===== config.mk =====
export PLATFORM = sky130hd
export DESIGN_NAME = render_burst_writer
export DESIGN_NICKNAME = d
export VERILOG_FILES = /design/src/rtl/render_burst_writer.sv
export SDC_FILE = /design/constraint.sdc
export NUM_CORES = 1
export LEC_CHECK = 0
export BUFFER_PORTS_ARGS = -buffer_cell sky130_fd_sc_hd__buf_2
export CORE_AREA = 10 10 126 128
export CTS_CLUSTER_DIAMETER = 100
export DETAILED_ROUTE_END_ITERATION = 7
export DIE_AREA = 0 0 136 138
export GPL_TIMING_DRIVEN = 0
export MAX_ROUTING_LAYER = met4
export SYNTH_ARGS = -nofsm -noshare
export SYNTH_HDL_FRONTEND = slang
export SYNTH_SLANG_ARGS = --single-unit

===== constraint.sdc =====
create_clock -name clk -period 2.8 [get_ports clk]
set_input_delay 0.7 -clock clk [delete_from_list [all_inputs] [get_ports clk]]
set_output_delay 0.7 -clock clk [all_outputs]
set_load 0.01 [all_outputs]

===== src/rtl/render_burst_writer.sv =====
// render_burst_writer: double-buffered frame writer feeding DDR2 MCB port 0 in bursts (optional stall counter: RBW_STALL_CNT_EN)
module render_burst_writer #(
    parameter int          BURST_LEN   = 32,
    parameter int          FRAME_WORDS = 921600,
    parameter logic [29:0] BASE_ADDR0  = 30'h0000000,
    parameter logic [29:0] BASE_ADDR1  = 30'h0400000
) (
    input  logic        clk,
    input  logic        SYS_RESETn,
    input  logic        mem_calib_done,
    input  logic [31:0] pix_data,
    input  logic        pix_valid,
    output logic        pix_ready,
    input  logic        pix_last,
    output logic        p0_wr_en,
    output logic [31:0] p0_wr_data,
    output logic [3:0]  p0_wr_mask,
    input  logic        p0_wr_full,
    output logic        p0_cmd_en,
    output logic [2:0]  p0_cmd_instr,
    output logic [5:0]  p0_cmd_bl,
    output logic [29:0] p0_cmd_byte_addr,
    input  logic        p0_cmd_full,
    output logic        memory_frame,
    output logic        frame_done,
    output logic        overflow,
    output logic [15:0] stall_cycles
);
    localparam int WW = $clog2(FRAME_WORDS + 1);

    typedef enum logic [1:0] {IDLE, FILL, CMD} state_t;

    state_t        state;
    logic [6:0]    cnt;
    logic [6:0]    cnt_inc;
    logic [WW-1:0] widx;
    logic [29:0]   ptr;
    logic          wr_frame;
    logic          frame_end;
    logic          limit_hit;
    logic          accept;
    logic          at_limit;
    logic          burst_full;

    assign pix_ready    = (state == FILL) && !p0_wr_full;
    assign accept       = pix_valid && pix_ready;
    assign p0_wr_en     = accept;
    assign p0_wr_data   = pix_data;
    assign p0_wr_mask   = 4'b0000;
    assign p0_cmd_instr = 3'b000;
    // The strobe follows cmd_full in the same cycle so a full command FIFO never sees a push
    assign p0_cmd_en    = (state == CMD) && !p0_cmd_full;
    assign cnt_inc      = cnt + 7'd1;
    assign at_limit     = widx == WW'(FRAME_WORDS - 1);
    assign burst_full   = cnt_inc == 7'(BURST_LEN);

    // Burst FSM: gathers words, issues one command per burst, flips frames at frame end
    always_ff @(posedge clk or negedge SYS_RESETn) begin
        if (!SYS_RESETn) begin
            state            <= IDLE;
            cnt              <= '0;
            widx             <= '0;
            ptr              <= BASE_ADDR0;
            wr_frame         <= 1'b0;
            memory_frame     <= 1'b1;
            frame_end        <= 1'b0;
            limit_hit        <= 1'b0;
            p0_cmd_bl        <= '0;
            p0_cmd_byte_addr <= '0;
            frame_done       <= 1'b0;
            overflow         <= 1'b0;
        end else begin
            frame_done <= 1'b0;
            case (state)
                IDLE: if (mem_calib_done) state <= FILL;
                FILL: begin
                    if (accept) begin
                        cnt              <= cnt_inc;
                        widx             <= widx + WW'(1);
                        p0_cmd_bl        <= cnt[5:0];
                        p0_cmd_byte_addr <= ptr;
                        frame_end        <= pix_last || at_limit;
                        limit_hit        <= at_limit && !pix_last;
                        if (burst_full || pix_last || at_limit || !mem_calib_done) state <= CMD;
                    end else if (!mem_calib_done) begin
                        state <= (cnt == '0) ? IDLE : CMD;
                    end
                end
                CMD: begin
                    if (!p0_cmd_full) begin
                        cnt   <= '0;
                        state <= mem_calib_done ? FILL : IDLE;
                        if (frame_end) begin
                            wr_frame     <= ~wr_frame;
                            memory_frame <= wr_frame;
                            ptr          <= wr_frame ? BASE_ADDR0 : BASE_ADDR1;
                            widx         <= '0;
                            frame_done   <= 1'b1;
                            overflow     <= overflow | limit_hit;
                        end else begin
                            ptr <= ptr + {21'b0, cnt, 2'b00};
                        end
                    end
                end
                default: state <= IDLE;
            endcase
        end
    end

`ifdef RBW_STALL_CNT_EN
    // Saturating count of back-pressured render cycles, restarted at each frame boundary
    always_ff @(posedge clk or negedge SYS_RESETn) begin
        if (!SYS_RESETn)
            stall_cycles <= '0;
        else if (frame_done)
            stall_cycles <= '0;
        else if (pix_valid && !pix_ready && stall_cycles != 16'hFFFF)
            stall_cycles <= stall_cycles + 16'd1;
    end
`else
    assign stall_cycles = 16'h0000;
`endif

endmodule


## Yosys cells after proc, flatten, opt, wreduce, memory -nomap -nowiden

Index checks and enable logic that the tools add are counted.

- Register bits after elaboration: 101
- Bits of input ports: 39
- Output and inout bits: 97
- Logic and storage cells: 69

- $add $sub $neg: 3
- Eq/ne operators: 10
- Muxes and demuxes: 20
- Bitwise operators: 3
- Reduce and logical (&&, ||, !) cells: 21

Operator list:

| cell | count |
|---|---|
| 2-to-1 mux 20 bit | 3 |
| case mux 20 bit (2 select lines) | 1 |
| adder 30 x 9 -> 30 bit | 1 |
| 2-to-1 mux 30 bit | 1 |
| 2-to-1 mux 23 bit | 1 |
| adder 20 x 1 -> 20 bit, second input constant | 1 |
| == test 20 bit, second input constant | 1 |
| 2-to-1 mux 7 bit | 2 |
| case mux 7 bit (2 select lines) | 1 |
| 2-to-1 mux 2 bit | 6 |
| != test 2 bit, second input constant | 4 |
| AND reduction 4 bit | 2 |
| adder 7 x 1 -> 7 bit, second input constant | 1 |
| == test 7 x 6 -> 1 bit, second input constant | 1 |
| zero test 7 bit | 1 |
| case mux 2 bit (3 select lines) | 1 |
| AND reduction 3 bit | 2 |
| logical AND 1 bit | 4 |
| zero test 1 bit | 4 |
| logical OR 1 bit | 4 |
| 2-to-1 mux 1 bit | 4 |
| AND reduction 2 bit | 2 |
| != test 3 x 2 -> 1 bit, second input constant | 1 |
| != test 3 bit, second input constant | 1 |
| 6 further kinds | 7 |

## Longest topological paths before layout

- Word-level depth: 8
- Mapped depth: 10
- Depth with buffers taken out: 8

## Worst setup path after synthesis

Ideal clock, no wire load.

- Path kind: input port to output port
- Start point: input p0_wr_full
- End point: output p0_wr_en
- Arrival: 1.813 ns
- Data required time: 2.100 ns
- Path slack: 0.287 ns
- Cell stages on the path: 5
- Buffers on the path: 3
- Path through: nand4bb_1 -> clkbuf_1 -> inv_1 -> clkbuf_1 -> clkbuf_1

- Cells in the longest elaborated chain, start to end: 3

Ends and longest elaborated chain:

| what | line | text |
|---|---|---|
| start, declared | 18 | `input logic p0_wr_full,` |
| zero test 1 bit | 45 | `assign pix_ready = (state == FILL) && !p0_wr_full;` |
| logical AND 1 bit | 45 |  |
| logical AND 1 bit | 46 | `assign accept = pix_valid && pix_ready;` |
| end, declared | 15 | `output logic p0_wr_en,` |

No other way between the ends.

## Worst setup path in the final report

- Start point: register cnt[0]
- End point: register ptr[28]

- Cells in the longest elaborated chain, start to end: 2

Ends and longest elaborated chain:

| what | line | text |
|---|---|---|
| start, declared | 34 | `logic [6:0] cnt;` |
| start signal, assigned | 78 | `cnt <= cnt_inc;` |
| adder 30 x 9 -> 30 bit | 101 | `ptr <= ptr + {21'b0, cnt, 2'b00};` |
| 2-to-1 mux 30 bit | 93 | `if (frame_end) begin` |
| end signal, assigned | 96 | `ptr <= wr_frame ? BASE_ADDR0 : BASE_ADDR1;` |
| end signal, assigned | 101 |  |
| end, declared | 37 | `logic [29:0] ptr;` |

No other way between the ends.
A chain may end at the register's enable or synchronous reset.

==> reports/results.txt <==
Status -> finished, final reports clean
Power Dens Cells -> 584 nW/um2
Placed Area -> 5970 um2
Vias -> 4391
Share of layout cells above drive strength 1 -> 24.6%
DRC marker count from the first detailed-route iteration -> 397
DR vias/cell -> 5.00
Max-Cap Viols -> 0
Synth Instances -> 582
Achievable Freq -> 388 MHz
Mapped Area -> 5240 um2
ANT cells -> 0
Total track usage -> 14.8%
Final RePlAce weighted congestion -> 0.872
Ys Warns -> 0
CP Capture Type -> flop
Reg2Reg Capture Point -> ptr[28]
Clk_lat worst skew -> 350 ps
Fin cells -> 879
CP Data Required Time -> 3090 ps
RSZ-0062 raised after global routing -> no
Inst Count DP -> 865
P&R area growth vs syn -> 19.6%
Pre-CTS setup slack -> -550 ps
Core footprint -> 13500 um2
First-pass GRT wire length -> 22200 um
Die height -> 138 um
Syn_area_per_cell -> 8.99 um2
Commonest non-fill, non-tap cell in the layout -> nand2_1
Rel. slew slack -> 61.7%
Crit share post-route -> 92.1%
Pre-Repair DR Iteration Count -> 6
Tightest Pin Transition -> 575 ps
Clock sink count -> 97
CP Data Arrival Time -> 2870 ps
Clock slew at reported path FFs -> 60 ps
Root buffer cell -> clkbuf_16
Vias in the first global route -> 4330
# nets final -> 744
Pin count of the biggest net entering global routing -> 69
Yosys reg bits -> 97
Die X-Extent -> 136 um
Clock Skews -> 6.84 ps
CP Class -> flop to flop
Initial core utilization -> 38.8%
Initial antenna violation count -> 0
Io pins -> 136
Num rows -> 43
CTS tree -> yes
Die area -> 18800 um2
Final setup violation count -> 0
Most frequent cells in the layout -> 129 x nand2_1, 96 x dfrtp_1, 78 x buf_2, 59 x buf_4, 39 x o21ai_0
Synth Flop Type -> dfrtp_1
Worst IR drop on VDD -> 246 uV
H-Tree Depth -> 3
Clock buffer depth -> 2
Hpwl dp -> 10200 um
R2R Setup Slk -> 220 ps
Post-synth cell types -> 58
Final core occ -> 46.4%
Post-synth EDFFs -> 0
IO Port Bufs -> 78
Remaining Overflow, GRT -> 0
Worst setup margin -> 221 ps
R2R depth -> 8
Synth async-reset ratio -> 100%
RR Startpoint -> cnt[0]
Crit path to -> ptr[28]
Antenna-violating nets left -> 0
Wire length per cell -> 15.2 um
Post-Route WL -> 13400 um
Final hold vios -> 0
Worst Setup Start Kind -> flop
Final Critical Period -> 2580 ps
Crit path max fanout -> 8
Seq/Total Area, Yosys -> 46.4%
Final Max Tran Viols -> 0
Residual DRC -> 0
Crit path launch -> cnt[0]
Post-layout instance area -> 6260 um2
Cts bufs inserted -> 9
Leak pwr -> 0.00315 uW
Hold WC Path Type -> primary input to async pin
==> critical path, cell delays in order, from the launching register on <==
cell      delay [ps]
dfrtp_1          440
ha_1             230
inv_1             70
fa_1             410
nand2b_1         250
a211oi_4         420
o211ai_1         270
o21ai_0          270
o211a_1          160
==> through the flow <==
stage,setup TNS [ps],hold slack [ps],power (uW)
after detailed placement,-1140,451,2540
final,0,281,3660
after global routing,0,308,3880
after CTS,0,295,3700
after floorplan,0,404,2210
after global placement,-943,453,2500
==> logic make-up (layout without fill, tap and decap cells) <==
| group | Yosys count | in the layout | synth area share (%) |
|---|---|---|---|
| other | 1 | 25 | 0.0716 |
| AND/OR/NAND/NOR | 246 | 246 | 22.3 |
| buffers and inverters | 100 | 193 | 11.7 |
| XOR/XNOR | 19 | 19 | 3.18 |
| multiplexers | 4 | 4 | 0.765 |
| AO/OA/AOI/OAI | 104 | 104 | 12.8 |
| flip-flops | 97 | 97 | 46.4 |
| adder cells (fa/ha/maj) | 11 | 11 | 2.77 |
==> how the worst min path moves through the flow <==
stage,startpoint,to,slack [ps],cells past startpoint
after floorplan,SYS_RESETn,cnt[0],400,0
after global placement,p0_cmd_byte_addr[16],p0_cmd_byte_addr[16],450,2
after detailed placement,memory_frame,memory_frame,450,2
after CTS,SYS_RESETn,widx[7],300,1
after global routing,SYS_RESETn,widx[8],310,1
final,SYS_RESETn,widx[7],280,1
==> power breakdown <==
part	leakage (uW)	switching (uW)	internal, uW
Sequential	0.00132	143	1560
Combinational	0.00170	492	314
Clock	0.000135	527	623
Total	0.00315	1160	2490
==> state kept, by name, indices dropped and copies added (netlist names) <==
| register | count |
|---|---|
| state | 2 |
| p0_cmd_byte_addr | 28 |
| wr_frame | 1 |
| overflow | 1 |
| limit_hit | 1 |
| ptr | 28 |
| cnt | 7 |
| frame_done | 1 |
| p0_cmd_bl | 6 |
| widx | 20 |
| memory_frame | 1 |
| frame_end | 1 |
==> layer usage <==
metal,up-vias,track usage (%),part of all wire [%]
li1,2145,-,-
met1,2084,18.6,43
met2,148,22.6,47
met3,14,3.70,8.8
met4,0,5.05,1.4
met5,-,-,0
==> synth_stat cells (all sizes together) (2+ instances only) <==
cell type  instances  area [um2]
mux2i              4        40.0
a31oi              2        12.5
buf               62         463
o211ai             2        15.0
a221o              3        30.0
o21ai             40         200
o31ai             13        97.6
a21oi             19        95.1
o21a               3        22.5
or3                8        50.1
a21o               2        15.0
xnor2             11        96.3
inv               15        56.3
a41oi              2        17.5
o211a              3        30.0
and4               4        35.0
or3b               2        17.5
nand3             14        70.1
clkinv             2        13.8
xor2               8        70.1
or4                5        37.5
nand4              8        50.1
nor2              36         135
clkbuf            21        78.8
a22o               2        17.5
dfrtp             96        2400
nor3              12        80.1
nor2b              3        18.8
nand2            130         495
a211oi             4        30.0
nand2b             3        18.8
nor3b              2        15.0
and3               4        25.0
ha                10         125
o2111ai            5        50.0
and2               3        18.8
nor4               8        68.8
==> cell type report <==
cell class	instances	area [um2]
multi-input cells	409	2300
plain buffers	80	533
fillers	1325	7240
clock buffers	11	243
inverters	17	73.8
clock inverters	5	31.3
repair buffers	80	428
flip-flops and latches	97	2430
well taps	180	225
==> timing repair <==
action / in CTS / in global routing
gates resized for setup: 4 / 1
setup buffers: 0 / 1
hold buffers: 0 / 0
endpoints found under the setup margin: 11 / 10
Power figures use the tool's default switching activity.
